**src/rtl/snake_body_if.sv**
```systemverilog
// rtl/snake_body_if.sv - step/head/query/status bundle between the game logic and snake_body
//
// Purpose: groups the head-update inputs, the VGA query and the status
//          outputs of snake_body into one interface.
// Ports (signals):
//    i_Step, i_Head_x, i_Head_y, i_Grow : move request from the head-update stage
//    i_Qx, i_Qy                         : per-pixel cell query from the VGA stage
//    o_Head_x/y, o_Tail_x/y, o_Len      : registered snake geometry
//    o_Done, o_Dead, o_Full, o_Q_hit    : step result, collision, full and query result
// Modports: master = driver of steps and queries, slave = snake_body.
interface snake_body_if;
   logic       i_Step;
   logic [5:0] i_Head_x;
   logic [5:0] i_Head_y;
   logic       i_Grow;
   logic [5:0] i_Qx;
   logic [5:0] i_Qy;
   logic [5:0] o_Head_x;
   logic [5:0] o_Head_y;
   logic [5:0] o_Tail_x;
   logic [5:0] o_Tail_y;
   logic [5:0] o_Len;
   logic       o_Done;
   logic       o_Dead;
   logic       o_Full;
   logic       o_Q_hit;

   modport master (
      output i_Step, i_Head_x, i_Head_y, i_Grow, i_Qx, i_Qy,
      input  o_Head_x, o_Head_y, o_Tail_x, o_Tail_y, o_Len,
      input  o_Done, o_Dead, o_Full, o_Q_hit
   );

   modport slave (
      input  i_Step, i_Head_x, i_Head_y, i_Grow, i_Qx, i_Qy,
      output o_Head_x, o_Head_y, o_Tail_x, o_Tail_y, o_Len,
      output o_Done, o_Dead, o_Full, o_Q_hit
   );
endinterface

```
**src/rtl/snake_body.sv**
```systemverilog
// rtl/snake_body.sv - snake segment store with move, grow, collision and cell query
//
// Purpose: holds the snake body as a shift register of (x,y) cells, shifts
//          a new head in on every accepted step, grows on food, detects wall
//          and self collisions and answers "is body here" queries.
// Ports:
//    Clk : system clock, rising edge
//    Rst : synchronous active-low reset
//    bus : snake_body_if.slave (step/head/grow in, query in, geometry/status out)
// Configuration macro: SNAKE_WRAP_EN - walls wrap around instead of killing.
module snake_body #(
   parameter int MAX_LEN  = 32,
   parameter int INIT_LEN = 3,
   parameter int GRID_W   = 40,
   parameter int GRID_H   = 30,
   parameter int INIT_X   = 10,
   parameter int INIT_Y   = 15
) (
   input logic         Clk,
   input logic         Rst,
   snake_body_if.slave bus
);
   localparam int IW = (MAX_LEN > 1) ? $clog2(MAX_LEN) : 1;

   typedef enum logic {ALIVE, DEAD} state_t;

   state_t     state, state_next;
   logic [5:0] seg_x [MAX_LEN];
   logic [5:0] seg_y [MAX_LEN];
   logic [5:0] len;
   logic       done_q;
   logic       q_hit_q;

   logic [5:0] hx, hy;
   logic       wall_hit, self_hit, g;
   logic       commit, done_next, q_match;
   logic [5:0] tail_idx;

   // Head normalisation: wrap mode folds out-of-range coordinates back
   // onto the grid (63 is "minus one" from the head-update stage).
   always_comb begin
      hx       = bus.i_Head_x;
      hy       = bus.i_Head_y;
      wall_hit = 1'b0;
`ifdef SNAKE_WRAP_EN
      if (bus.i_Head_x == 6'd63)
         hx = 6'(GRID_W - 1);
      else if (bus.i_Head_x >= 6'(GRID_W))
         hx = 6'd0;
      if (bus.i_Head_y == 6'd63)
         hy = 6'(GRID_H - 1);
      else if (bus.i_Head_y >= 6'(GRID_H))
         hy = 6'd0;
`else
      wall_hit = (bus.i_Head_x >= 6'(GRID_W)) || (bus.i_Head_y >= 6'(GRID_H));
`endif
   end

   // Parallel compares against live segments. Without growth the tail
   // vacates its cell this step, so moving onto it is legal.
   always_comb begin
      g        = bus.i_Grow && (len < 6'(MAX_LEN));
      self_hit = 1'b0;
      q_match  = 1'b0;
      for (int k = 0; k < MAX_LEN; k++) begin
         if (6'(k) < len) begin
            if (hx == seg_x[k] && hy == seg_y[k] && !(6'(k) == len - 6'd1 && !g))
               self_hit = 1'b1;
            if (bus.i_Qx == seg_x[k] && bus.i_Qy == seg_y[k])
               q_match = 1'b1;
         end
      end
   end

   always_comb begin
      state_next = state;
      commit     = 1'b0;
      done_next  = 1'b0;
      case (state)
         ALIVE: begin
            if (bus.i_Step) begin
               if (wall_hit || self_hit) begin
                  state_next = DEAD;
               end else begin
                  commit    = 1'b1;
                  done_next = 1'b1;
               end
            end
         end
         DEAD: state_next = DEAD;
         default: state_next = DEAD;
      endcase
   end

   always_ff @(posedge Clk) begin
      if (!Rst)
         state <= ALIVE;
      else
         state <= state_next;
   end

   always_ff @(posedge Clk) begin
      if (!Rst) begin
         for (int i = 0; i < MAX_LEN; i++) begin
            seg_x[i] <= (i < INIT_LEN) ? 6'(INIT_X - i) : 6'd0;
            seg_y[i] <= (i < INIT_LEN) ? 6'(INIT_Y) : 6'd0;
         end
         len     <= 6'(INIT_LEN);
         done_q  <= 1'b0;
         q_hit_q <= 1'b0;
      end else begin
         if (commit) begin
            for (int i = MAX_LEN - 1; i > 0; i--) begin
               seg_x[i] <= seg_x[i-1];
               seg_y[i] <= seg_y[i-1];
            end
            seg_x[0] <= hx;
            seg_y[0] <= hy;
            len      <= len + {5'd0, g};
         end
         done_q  <= done_next;
         q_hit_q <= q_match;
      end
   end

   assign tail_idx     = len - 6'd1;
   assign bus.o_Head_x = seg_x[0];
   assign bus.o_Head_y = seg_y[0];
   assign bus.o_Tail_x = seg_x[tail_idx[IW-1:0]];
   assign bus.o_Tail_y = seg_y[tail_idx[IW-1:0]];
   assign bus.o_Len    = len;
   assign bus.o_Done   = done_q;
   assign bus.o_Dead   = (state == DEAD);
   assign bus.o_Full   = (len == 6'(MAX_LEN));
   assign bus.o_Q_hit  = q_hit_q;
endmodule

```
**src/flat_wrapper.sv**
```systemverilog
// flat-port wrapper written by rule: the top's interface ports become plain ports
module snake_body_flat 
#(
   parameter int MAX_LEN  = 32,
   parameter int INIT_LEN = 3,
   parameter int GRID_W   = 40,
   parameter int GRID_H   = 30,
   parameter int INIT_X   = 10,
   parameter int INIT_Y   = 15
)
  (Clk, Rst, bus_i_Step, bus_i_Head_x, bus_i_Head_y, bus_i_Grow, bus_i_Qx, bus_i_Qy, bus_o_Head_x, bus_o_Head_y, bus_o_Tail_x, bus_o_Tail_y, bus_o_Len, bus_o_Done, bus_o_Dead, bus_o_Full, bus_o_Q_hit);
  snake_body_if bus_i ();
  input logic Clk;
  input logic Rst;
  input wire logic [$bits(bus_i.i_Step)-1:0] bus_i_Step;
  input wire logic [$bits(bus_i.i_Head_x)-1:0] bus_i_Head_x;
  input wire logic [$bits(bus_i.i_Head_y)-1:0] bus_i_Head_y;
  input wire logic [$bits(bus_i.i_Grow)-1:0] bus_i_Grow;
  input wire logic [$bits(bus_i.i_Qx)-1:0] bus_i_Qx;
  input wire logic [$bits(bus_i.i_Qy)-1:0] bus_i_Qy;
  output wire logic [$bits(bus_i.o_Head_x)-1:0] bus_o_Head_x;
  output wire logic [$bits(bus_i.o_Head_y)-1:0] bus_o_Head_y;
  output wire logic [$bits(bus_i.o_Tail_x)-1:0] bus_o_Tail_x;
  output wire logic [$bits(bus_i.o_Tail_y)-1:0] bus_o_Tail_y;
  output wire logic [$bits(bus_i.o_Len)-1:0] bus_o_Len;
  output wire logic [$bits(bus_i.o_Done)-1:0] bus_o_Done;
  output wire logic [$bits(bus_i.o_Dead)-1:0] bus_o_Dead;
  output wire logic [$bits(bus_i.o_Full)-1:0] bus_o_Full;
  output wire logic [$bits(bus_i.o_Q_hit)-1:0] bus_o_Q_hit;
  assign bus_i.i_Step = bus_i_Step;
  assign bus_i.i_Head_x = bus_i_Head_x;
  assign bus_i.i_Head_y = bus_i_Head_y;
  assign bus_i.i_Grow = bus_i_Grow;
  assign bus_i.i_Qx = bus_i_Qx;
  assign bus_i.i_Qy = bus_i_Qy;
  assign bus_o_Head_x = bus_i.o_Head_x;
  assign bus_o_Head_y = bus_i.o_Head_y;
  assign bus_o_Tail_x = bus_i.o_Tail_x;
  assign bus_o_Tail_y = bus_i.o_Tail_y;
  assign bus_o_Len = bus_i.o_Len;
  assign bus_o_Done = bus_i.o_Done;
  assign bus_o_Dead = bus_i.o_Dead;
  assign bus_o_Full = bus_i.o_Full;
  assign bus_o_Q_hit = bus_i.o_Q_hit;
  snake_body #(.MAX_LEN(MAX_LEN), .INIT_LEN(INIT_LEN), .GRID_W(GRID_W), .GRID_H(GRID_H), .INIT_X(INIT_X), .INIT_Y(INIT_Y)) u_core (.Clk(Clk), .Rst(Rst), .bus(bus_i));
endmodule
```
**config.mk**
```make
export PLATFORM = sky130hd
export DESIGN_NAME = snake_body_flat
export DESIGN_NICKNAME = d
export VERILOG_FILES = /design/src/rtl/snake_body_if.sv /design/src/rtl/snake_body.sv /design/src/flat_wrapper.sv
export SDC_FILE = /design/constraint.sdc
export NUM_CORES = 1
export LEC_CHECK = 0
export BUFFER_PORTS_ARGS = -buffer_cell sky130_fd_sc_hd__buf_2
export CAP_MARGIN = 20
export CORE_UTILIZATION = 30
export DETAILED_ROUTE_END_ITERATION = 8
export GPL_TIMING_DRIVEN = 0
export SYNTH_ARGS = -nofsm -noshare
export SYNTH_HDL_FRONTEND = slang
export SYNTH_SLANG_ARGS = --single-unit
```
**constraint.sdc**
```tcl
create_clock -name Clk -period 27.1 [get_ports Clk]
set_input_delay 8.13 -clock Clk [delete_from_list [all_inputs] [get_ports Clk]]
set_output_delay 8.13 -clock Clk [all_outputs]
set_load 0.02 [all_outputs]
```
Word-level counts from Yosys, hierarchy flattened
Memories as Yosys holds them, arrays and structs flattened. Index checks and enable logic that the tools add are counted.

$add $sub $neg: 2. $lt $le $gt $ge: 35. Equal/unequal tests: 160. Mux-type cells: 202. Bitwise logic cells: 65. Reductions and logical operators: 165.

Operators by type and width (count): 6-bit equality test (128); 6-bit 2-to-1 mux (64); 1-bit 2-to-1 mux (137); 1-bit logical AND (129); 5-bit by 6-bit equality test with 1-bit output, first input constant (16); 5-bit by 6-bit < comparator with 1-bit output, first input constant (16); 1-bit bitwise OR (64); 4-bit by 6-bit equality test with 1-bit output, first input constant (8); 4-bit by 6-bit < comparator with 1-bit output, first input constant (8); 1-bit zero test (33); 3-bit by 6-bit equality test with 1-bit output, first input constant (4); 3-bit by 6-bit < comparator with 1-bit output, first input constant (4); 2-bit by 6-bit equality test with 1-bit output, first input constant (2); 1-bit by 6-bit < comparator with 1-bit output, first input constant (2); 2-bit by 6-bit < comparator with 1-bit output, first input constant (2); 6-bit by 1-bit adder with 6-bit output (1); 1-bit by 6-bit equality test with 1-bit output, first input constant (1); 6-bit equality test, second input constant (1); 6-bit by 5-bit >= comparator with 1-bit output, second input constant (1); 6-bit >= comparator, second input constant (1); 6-bit zero test (1); 6-bit < comparator, second input constant (1); 6-bit by 1-bit subtractor with 6-bit output, second input constant (1); 1-bit logical OR (2); other kinds (2) (2).

Bits in registers: 9. Memory bits (writable): 384. Input port bits: 28. Output and inout bits: 34. Memories: 2.

Memory list: u_core.seg_x (depth 32, bits a word 6, read ports 33, clocked after Yosys merged registers in 0, wr ports 32, RTL line snake_body.sv:28) `logic [5:0] seg_x [MAX_LEN];`; u_core.seg_y (depth 32, bits a word 6, read ports 33, clocked after Yosys merged registers in 0, wr ports 32, RTL line snake_body.sv:29) `logic [5:0] seg_y [MAX_LEN];`.

Longest topological paths before layout
Gate-level depths: netlist of the first run.

Depth after elaboration: 78. Mapped depth: 19. Mapped depth without buffers: 11.

Worst setup path after synthesis of the first run
Ideal clock, no wire load.

Path type: input to register. From: input bus_i_Head_x[0]. To: memory u_core.seg_x[0][0], enable pin. Arrival: 19.391 ns. Data required time: 26.283 ns. Setup slack: 6.892 ns. Stages on the path: 11. Buffers on the path: 3. Cells stage by stage: buf_2 buf_2 buf_4 xor2_1 nor3_1 a32oi_1 o211ai_1 a2111oi_0 nand3_2 nor3_1 nand2b_1.

RTL lines: start, declared (RTL line flat_wrapper.sv:16) `input wire logic [$bits(bus_i.i_Head_x)-1:0] bus_i_Head_x;`; end, declared (RTL line snake_body.sv:28).

Final worst setup path of the first run
From: register u_core.len[0] (netlist: u_core.bus.o_Len[0]). To: output bus_o_Tail_x[0].

Cells in the longest elaborated chain, start to end: 2.

Ends and longest elaborated chain: start, declared (RTL line snake_body.sv:30) `logic [5:0] len;`; start signal, assigned (RTL line snake_body.sv:108) `len <= 6'(INIT_LEN);`; start signal, assigned (RTL line snake_body.sv:119) `len <= len + {5'd0, g};`; 6-bit by 1-bit subtractor with 6-bit output; memory 32 x 6 bit; end, declared (RTL line flat_wrapper.sv:23) `output wire logic [$bits(bus_i.o_Tail_x)-1:0] bus_o_Tail_x;`.

No other way between the ends.

==> impl_results.md, run 1 <==
* FMAX at about 65 MHz
* Register area at approximately 12000 µm²
* WL/cell at between 30 and 40 µm
* Type of the worst min-delay path: flip-flop to flip-flop
* Post-CTS setup buffer count at 0
* P_sw at 0.558 mW
* Clock sinks at about 400
* DRT Pass-1 Iters at 8
* Int Pwr at between 1 and 1.5 mW
* Share of cells above drive strength 1 at 0.147
* I/O pin total at between 60 and 70
* Die X at between 300 and 400 µm
* Critical-path cell list: clkbuf_1 -> buf_2 -> clkbuf_1 -> buf_8 -> inv_1 -> ha_1 -> clkbuf_1 -> clkbuf_1 -> clkbuf_1 -> mux4_2 -> a222oi_1 -> a21oi_1 -> buf_2
* Seq pwr share at 0.438
* Max_slew headroom at 0.0387
* Initial DRC count at between 3000 and 4000
* Multi-input logic area at ~15000 µm²
* Worst VDD drop at approximately 38 µV
* Hold WS at slightly above 0.6 ns
* Arrival @ worst endpoint at ~7.2 ns
* GRT Util Overall at 0.302
* Fillers at approximately 9200
* Largest net degree at the start of global routing at 65
* Total length of routed wires at between 100 and 150 mm
* Flops & latches, synth at slightly below 400
* Initial antenna violation count at 6
* Clock Latency Late Sink at 0.61 ns
* Area grow syn2layout at 14.4%
* Tcrit/Tclk final at 0.566
* Setup Skew at about 0.025 ns
* Post-Syn Area at 27400 µm²
* Fin. max-slew vios at 0
* Status: finished clean
* Post-synth EDFFs at between 300 and 400
* Worst slack, placed at ~13 ns
* # DRC at 0
* CTS Hold Bufs at 0
* GR Overflow Total at 0
* CTS tree: done
* PostCTS Resize Cnt at 0
* Post-synth ARST share at 0
* Maximum clock path buffer count at 3
* CP most frequent cell: clkbuf_1
* Final Worst Setup Slack at around 12 ns
* CTS buffer count at 47
* Slowest CP cell: clkbuf_1
* Sequential fraction of the synthesis area at 0.427
* Distinct cells, synth at 55
* Vias/cell at ~6.1
* Minimum clock period after layout at 15.35 ns
* H-tree Lvls at 2
* Met1 Use GR at 0.405
* Final setup fails at 0
* WS Path Type: flip-flop to output port
* Root buffer cell: clkbuf_16
* Core area at 90300 µm²
* Ys flop type: edfxtp_1
* Hold Vio Cnt, Final at 0
* Leak at roughly 10 nW
* Worst-Margin Slew at around 1.4 ns
* Unrepaired setup endpoints after global routing: false
* Crit path required time at roughly 19 ns
* Top Usage Layer GRT: met2
* Met3 usage at 0.114
* Vias in the first global route at around 21000
* Post-route setup TNS at 0 ns
* Post-route antenna net violation count at 0
* Synth warn at 0
* DIE HEIGHT at between 300 and 400 µm
* Net count after synthesis at ~2400
* CP Capture Type: output port
* Synth Instances at 2403
* Detailed Place HPWL at ~110 mm
* CP Launch Type: flip-flop
* Power share of the combinational group at 0.197
* Pwr per Cell Area at ~56 nW/µm²
* Clock transition at the registers of the reported paths at 0.06 ns
* Total die area at 92600 µm²
* Syn Area/Cell at around 11 µm²
* Sw Share at 0.315
* PortBufs at 37
* Number of core rows at 110
* Via count at 22895
* Met2 usage in global routing at 0.416
* Clock network fraction of total power at 0.365
* Max incr delay on CP at roughly 0.94 ns
* Routability Congestion at 1.08
* Critical path fanouts, max at 10
* First-pass GRT wire length at roughly 190 mm
* Final #Nets at 2574
* Max cap viols at 0
* Initial Utilization at 0.304
-- through the flow --
stage	area (µm²)	cells	power, mW	util
2_1_floorplan	27400	2403	0.971	-
6_report	31400	3753	1.77	0.347
3_5_place_dp	29800	3662	1.11	0.330
3_3_place_gp	29100	3616	1.13	0.322
5_1_grt	31300	3749	1.80	0.347
4_1_cts	31300	3746	1.76	0.347
-- flip-flops by register name, indices dropped and copies added (netlist names) --
| register | cells |
|---|---|
| u_core.bus.o_Dead | 1 |
| u_core.seg_x | 192 |
| u_core.bus.o_Q_hit | 1 |
| u_core.seg_y | 192 |
| u_core.bus.o_Done | 1 |
| u_core.bus.o_Len | 6 |
-- area by class of cell --
| cell class | count | share of cell area |
|---|---|---|
| Tap cell | 1176 | 0.0469 |
| Buffer | 191 | 0.0294 |
| Timing Repair Buffer | 86 | 0.0285 |
| Multi-Input combinational cell | 1810 | 0.472 |
| Sequential cell | 393 | 0.373 |
| Antenna cell | 4 | 0.000319 |
| Inverter | 9 | 0.00108 |
| Clock buffer | 58 | 0.0395 |
| Clock inverter | 26 | 0.00878 |
-- synthesized netlist by cell type, types with 36 or more instances --
master    instances  area, µm²
a21oi_1          48        240
and2_1          368       2300
buf_2            45        225
clkbuf_1         62        233
clkbuf_2         36        180
edfxtp_1        384      11500
mux4_2           96       2160
nand2_1          52        195
nand4_1         171       1070
nor4_1           86        538
xnor2_1         654       5730
xor2_1          121       1060
-- worst max-delay path: cells and delay by family, from the launching register on --
| kind | cells | cell delay, ns |
|---|---|---|
| flops | 1 | 0.51 |
| mux | 1 | 0.48 |
| buf+inv | 9 | 4.21 |
| fa+ha+maj | 1 | 0.29 |
| compound gates | 2 | 1.07 |
-- per-layer routing --
metal | up-vias | routed length, µm
met4 | 2 | 9990
met3 | 492 | 21600
met5 | - | 15
li1 | 8881 | -
met1 | 11463 | 55500
met2 | 2057 | 56200
-- path summary, 6_finish.rpt --
kind	startpoint	to	slack, ns	cells after the start
hold / removal	u_core.bus.o_Dead	u_core.bus.o_Dead	0.61	1
setup reg to reg	u_core.bus.o_Len[0]	u_core.seg_x[4][1]	19.39	18
hold reg to reg	u_core.bus.o_Dead	u_core.bus.o_Dead	0.61	1
setup / recovery	u_core.bus.o_Len[0]	bus_o_Tail_x[0]	11.75	13
-- power by group through the flow --
stage	Combinational [mW]	Sequential (mW)	Clock (mW)
after global routing	0.353	0.774	0.672
after CTS	0.332	0.770	0.653
after detailed placement	0.331	0.783	0
after global placement	0.318	0.809	0
after floorplan	0.206	0.766	0
final	0.349	0.775	0.646
-- placed cells by master (no fill, tap or decap), types with 13 or more instances in the layout --
| master | netlist | final |
|---|---|---|
| nor4_1 | 86 | 83 |
| mux4_2 | 96 | 96 |
| buf_1 | 32 | 20 |
| nand2b_1 | 24 | 23 |
| buf_8 | 0 | 26 |
| nand2_1 | 52 | 52 |
| a21oi_1 | 48 | 48 |
| a31oi_1 | 14 | 14 |
| nor3_1 | 13 | 13 |
| nand4_1 | 171 | 171 |
| clkbuf_16 | 0 | 48 |
| xor2_1 | 121 | 121 |
| nor2_1 | 23 | 23 |
| buf_2 | 45 | 103 |
| o21ai_0 | 21 | 21 |
| clkbuf_2 | 36 | 46 |
| edfxtp_1 | 384 | 384 |
| clkbuf_1 | 62 | 62 |
| and2_1 | 368 | 368 |
| xnor2_1 | 654 | 654 |
| buf_4 | 12 | 15 |
-- cell families after synthesis --
logic type | share of synthesized area
buffers and inverters | 0.0338
AOI/OAI and AO/OA | 0.0364
and+or+nand+nor | 0.168
DFF | 0.427
muxes | 0.0829
xor gates and xnor gates | 0.248
other | 0.000137
adders and majority gates | 0.00365
(Power assumes the default switching activity.)
==> inputs of run 2 (changes only) <==
==> constraint.sdc (replaced) <==
create_clock -name Clk -period 12.8 [get_ports Clk]
set_input_delay 3.84 -clock Clk [delete_from_list [all_inputs] [get_ports Clk]]
set_output_delay 3.84 -clock Clk [all_outputs]
set_load 0.02 [all_outputs]
==> impl_results.md, run 2 (synthesis results as in run 1) <==
* Most frequent cells in the layout: xnor2_1 (654), edfxtp_1 (384), and2_1 (368)
* Setup Skew at 0.0169 ns (-0.00852 ns)
* Post-CTS setup buffer count at 0 (unchanged)
* Routability Congestion at 1.08 (+0.19%)
* WS Path Type: flip-flop to output port
* Hold Vio Cnt, Final at 0 (unchanged)
* DIE HEIGHT at 304 µm (unchanged)
* CP most frequent cell: clkbuf_1
* Tcrit/Tclk final at 0.888
* Pwr per Cell Area at 121 nW/µm² (+110%)
* I/O pin total at 62 (unchanged)
* Critical-path cell list: clkbuf_1 -> buf_2 -> clkbuf_2 -> inv_1 -> ha_1 -> clkbuf_1 -> clkbuf_1 -> buf_8 -> clkbuf_1 -> mux4_2 -> mux2i_1 -> o21ai_0 -> nor2_1 -> a31oi_1 -> buf_2
* CTS tree: done
* Reg2reg end: u_core.seg_x[0][3]
* Vias/cell at 6.06 (-0.67%)
* Core area at 90300 µm² (unchanged)
* Largest net degree at the start of global routing at 69 (+6.2%)
* Max_slew headroom at 0.153 (+0.114)
* CP Launch Type: flip-flop
* Number of buffer and inverter stages on the critical path at 9 (unchanged)
* Placed insts at 3662 (unchanged)
* Worst-Margin Slew at 1.27 ns (-0.158 ns)
* Post-route antenna net violation count at 0 (unchanged)
* Fillers at 9045 (-1.3%)
* Placed instance area at 29800 µm² (about the same)
* First-pass GRT wire length at 198 mm (+3.8%)
* Share of cells above drive strength 1 at 0.150 (+0.00389)
* Unrepaired setup endpoints after global routing: false
* CP delay by family, top: buffers and inverters
* Most common cell after layout, fill and taps aside: xnor2_1
* H-tree Lvls at 2 (unchanged)
* Non-Filler Instances at 3750 (-0.080%)
* Worst reg-to-reg setup slack at 5.04 ns (-14.35 ns)
* Leak at 10.2 nW (+0.43%)
* DRT Pass-1 Iters at 5 (-3)
* Via count at 22723 (-0.75%)
* Type of the worst min-delay path: flip-flop to flip-flop
* Top Metal Used: met5
* Area grow syn2layout at 14.5% (about the same)
* # DRC at 0 (unchanged)
* CP Capture Type: output port
* Initial Utilization at 0.304 (unchanged)
* Maximum clock path buffer count at 3 (unchanged)
* GR Overflow Total at 0 (unchanged)
* Final #Nets at 2575 (+0.039%)
* Cell area after layout at 31400 µm² (about the same)
* CTS buffer count at 47 (unchanged)
* Minimum clock period after layout at roughly 11 ns
* Initial antenna violation count at 8 (+2)
* FMAX at roughly 90 MHz
* Clock Latency Late Sink at 0.62 ns (about the same)
* Max incr delay on CP at 0.85 ns (-0.09 ns)
* Metal3 WL at 20.7 mm (-4.1%)
* Cell depth of the worst flop-to-flop path at 18 (unchanged)
* Met2 WL at 60.3 mm (+7.2%)
* Clock sinks at 393 (unchanged)
* Worst VDD drop at 86.0 µV (+130%)
* Critical path fanouts, max at 10 (unchanged)
* Detailed Place HPWL at 111 mm (+3.4%)
* Crit path required time at 8.96 ns (-10.01 ns)
* Status: finished clean
* CP Depth at 15 (+2)
* R2R Path Start: u_core.bus.o_Len[0]
* Die X at 304 µm (unchanged)
* WL/cell at 40.0 µm (+4.8%)
* Total die area at 92600 µm² (unchanged)
* Final setup fails at 0 (unchanged)
* Number of core rows at 110 (unchanged)
* Initial DRC count at 3933 (+1.6%)
* PostCTS Resize Cnt at 0 (unchanged)
* WL met1 at 59.5 mm (+7.3%)
* Arrival @ worst endpoint at 7.52 ns (+0.30 ns)
* Root buffer cell: clkbuf_16
* Clock transition at the registers of the reported paths at 0.06 ns (about the same)
* Fin. max-slew vios at 0 (unchanged)
* End of the critical path: bus_o_Tail_y[1]
* Max cap viols at 0 (unchanged)
* Slowest CP cell: clkbuf_1
* Total length of routed wires at 150 mm (+4.7%)
* PortBufs at 37 (unchanged)
* GRT Util Overall at 0.317 (+0.0145)
* Vias in the first global route at 21076 (-0.25%)
* CTS Hold Bufs at 0 (unchanged)
* Hold path depth at 1 (unchanged)
* CP startpoint: u_core.bus.o_Len[0]
[run 2: cell count changes in the layout (fill, tap and decap cells not counted), sizes merged]
cell,delta
bufinv,+1
clkinv,-3
diode,-3
inv,+2
[run 2: worst min path at each step]
stage	start	endpoint	slack, ns
final	u_core.bus.o_Dead	u_core.bus.o_Dead	0.63
after global placement	u_core.bus.o_Dead	u_core.bus.o_Dead	0.59
after detailed placement	u_core.bus.o_Dead	u_core.bus.o_Dead	0.60
after CTS	u_core.bus.o_Dead	u_core.bus.o_Dead	0.64
after floorplan	u_core.seg_x[1][3]	u_core.seg_x[2][3]	0.59
after global routing	u_core.seg_x[5][0]	u_core.seg_x[6][0]	0.67
[run 2: cell type report]
| cell class | count | area (µm²) | area share |
|---|---|---|---|
| Clock buffer | 57 | 1250 | 0.0399 |
| Clock inverter | 26 | 319 | 0.0102 |
| Multi-Input combinational cell | 1810 | 14800 | 0.471 |
| Sequential cell | 393 | 11700 | 0.373 |
| Timing Repair Buffer | 87 | 882 | 0.0281 |
| Inverter | 9 | 33.8 | 0.00108 |
| Antenna cell | 1 | 2.50 | 0.0000797 |
| Buffer | 191 | 923 | 0.0294 |
| Tap cell | 1176 | 1470 | 0.0469 |
[run 2: per-stage QoR]
step	setup TNS [ns]	utilization	setup WS, ns	hold slack (ns)	total power [mW]
finish	0	0.348	1.44	0.628	3.80
floorplan	0	-	1.44	0.590	2.04
global placement	-1244.97	0.322	-3.29	0.592	2.37
detailed placement	0	0.330	2.26	0.602	2.37
CTS	0	0.347	1.62	0.642	3.77
global route	0	0.348	1.63	0.668	3.86
[run 2: power breakdown]
group          leakage [nW]  switching [mW]  internal, mW
clock                 0.762           0.588         0.821
sequential             4.05           0.148          1.49
combinational          5.43           0.464         0.287
total                  10.2            1.20          2.60
[run 2: worst reg2reg max path: stages, from the launching register on]
cell and delay (ns):
dfxtp_1 0.49, clkbuf_1 0.55, buf_2 0.69, clkbuf_2 0.73, inv_1 0.27, ha_1 0.30, nor2b_1 0.59, o21ai_0 0.21
clkbuf_4 0.24, a2111oi_2 1.00, o22ai_1 0.20, nand4_1 0.17, or4_1 0.13, clkbuf_1 0.41, nor3_1 0.16, nand2b_4 0.41
buf_12 0.31, buf_16 0.27, buf_16 0.29
[run 2: layer usage]
layer,track usage,up-vias
met2,0.443,1860
met1,0.426,11509
li1,-,8878
met5,0,-
met4,0.163,10
met3,0.114,466
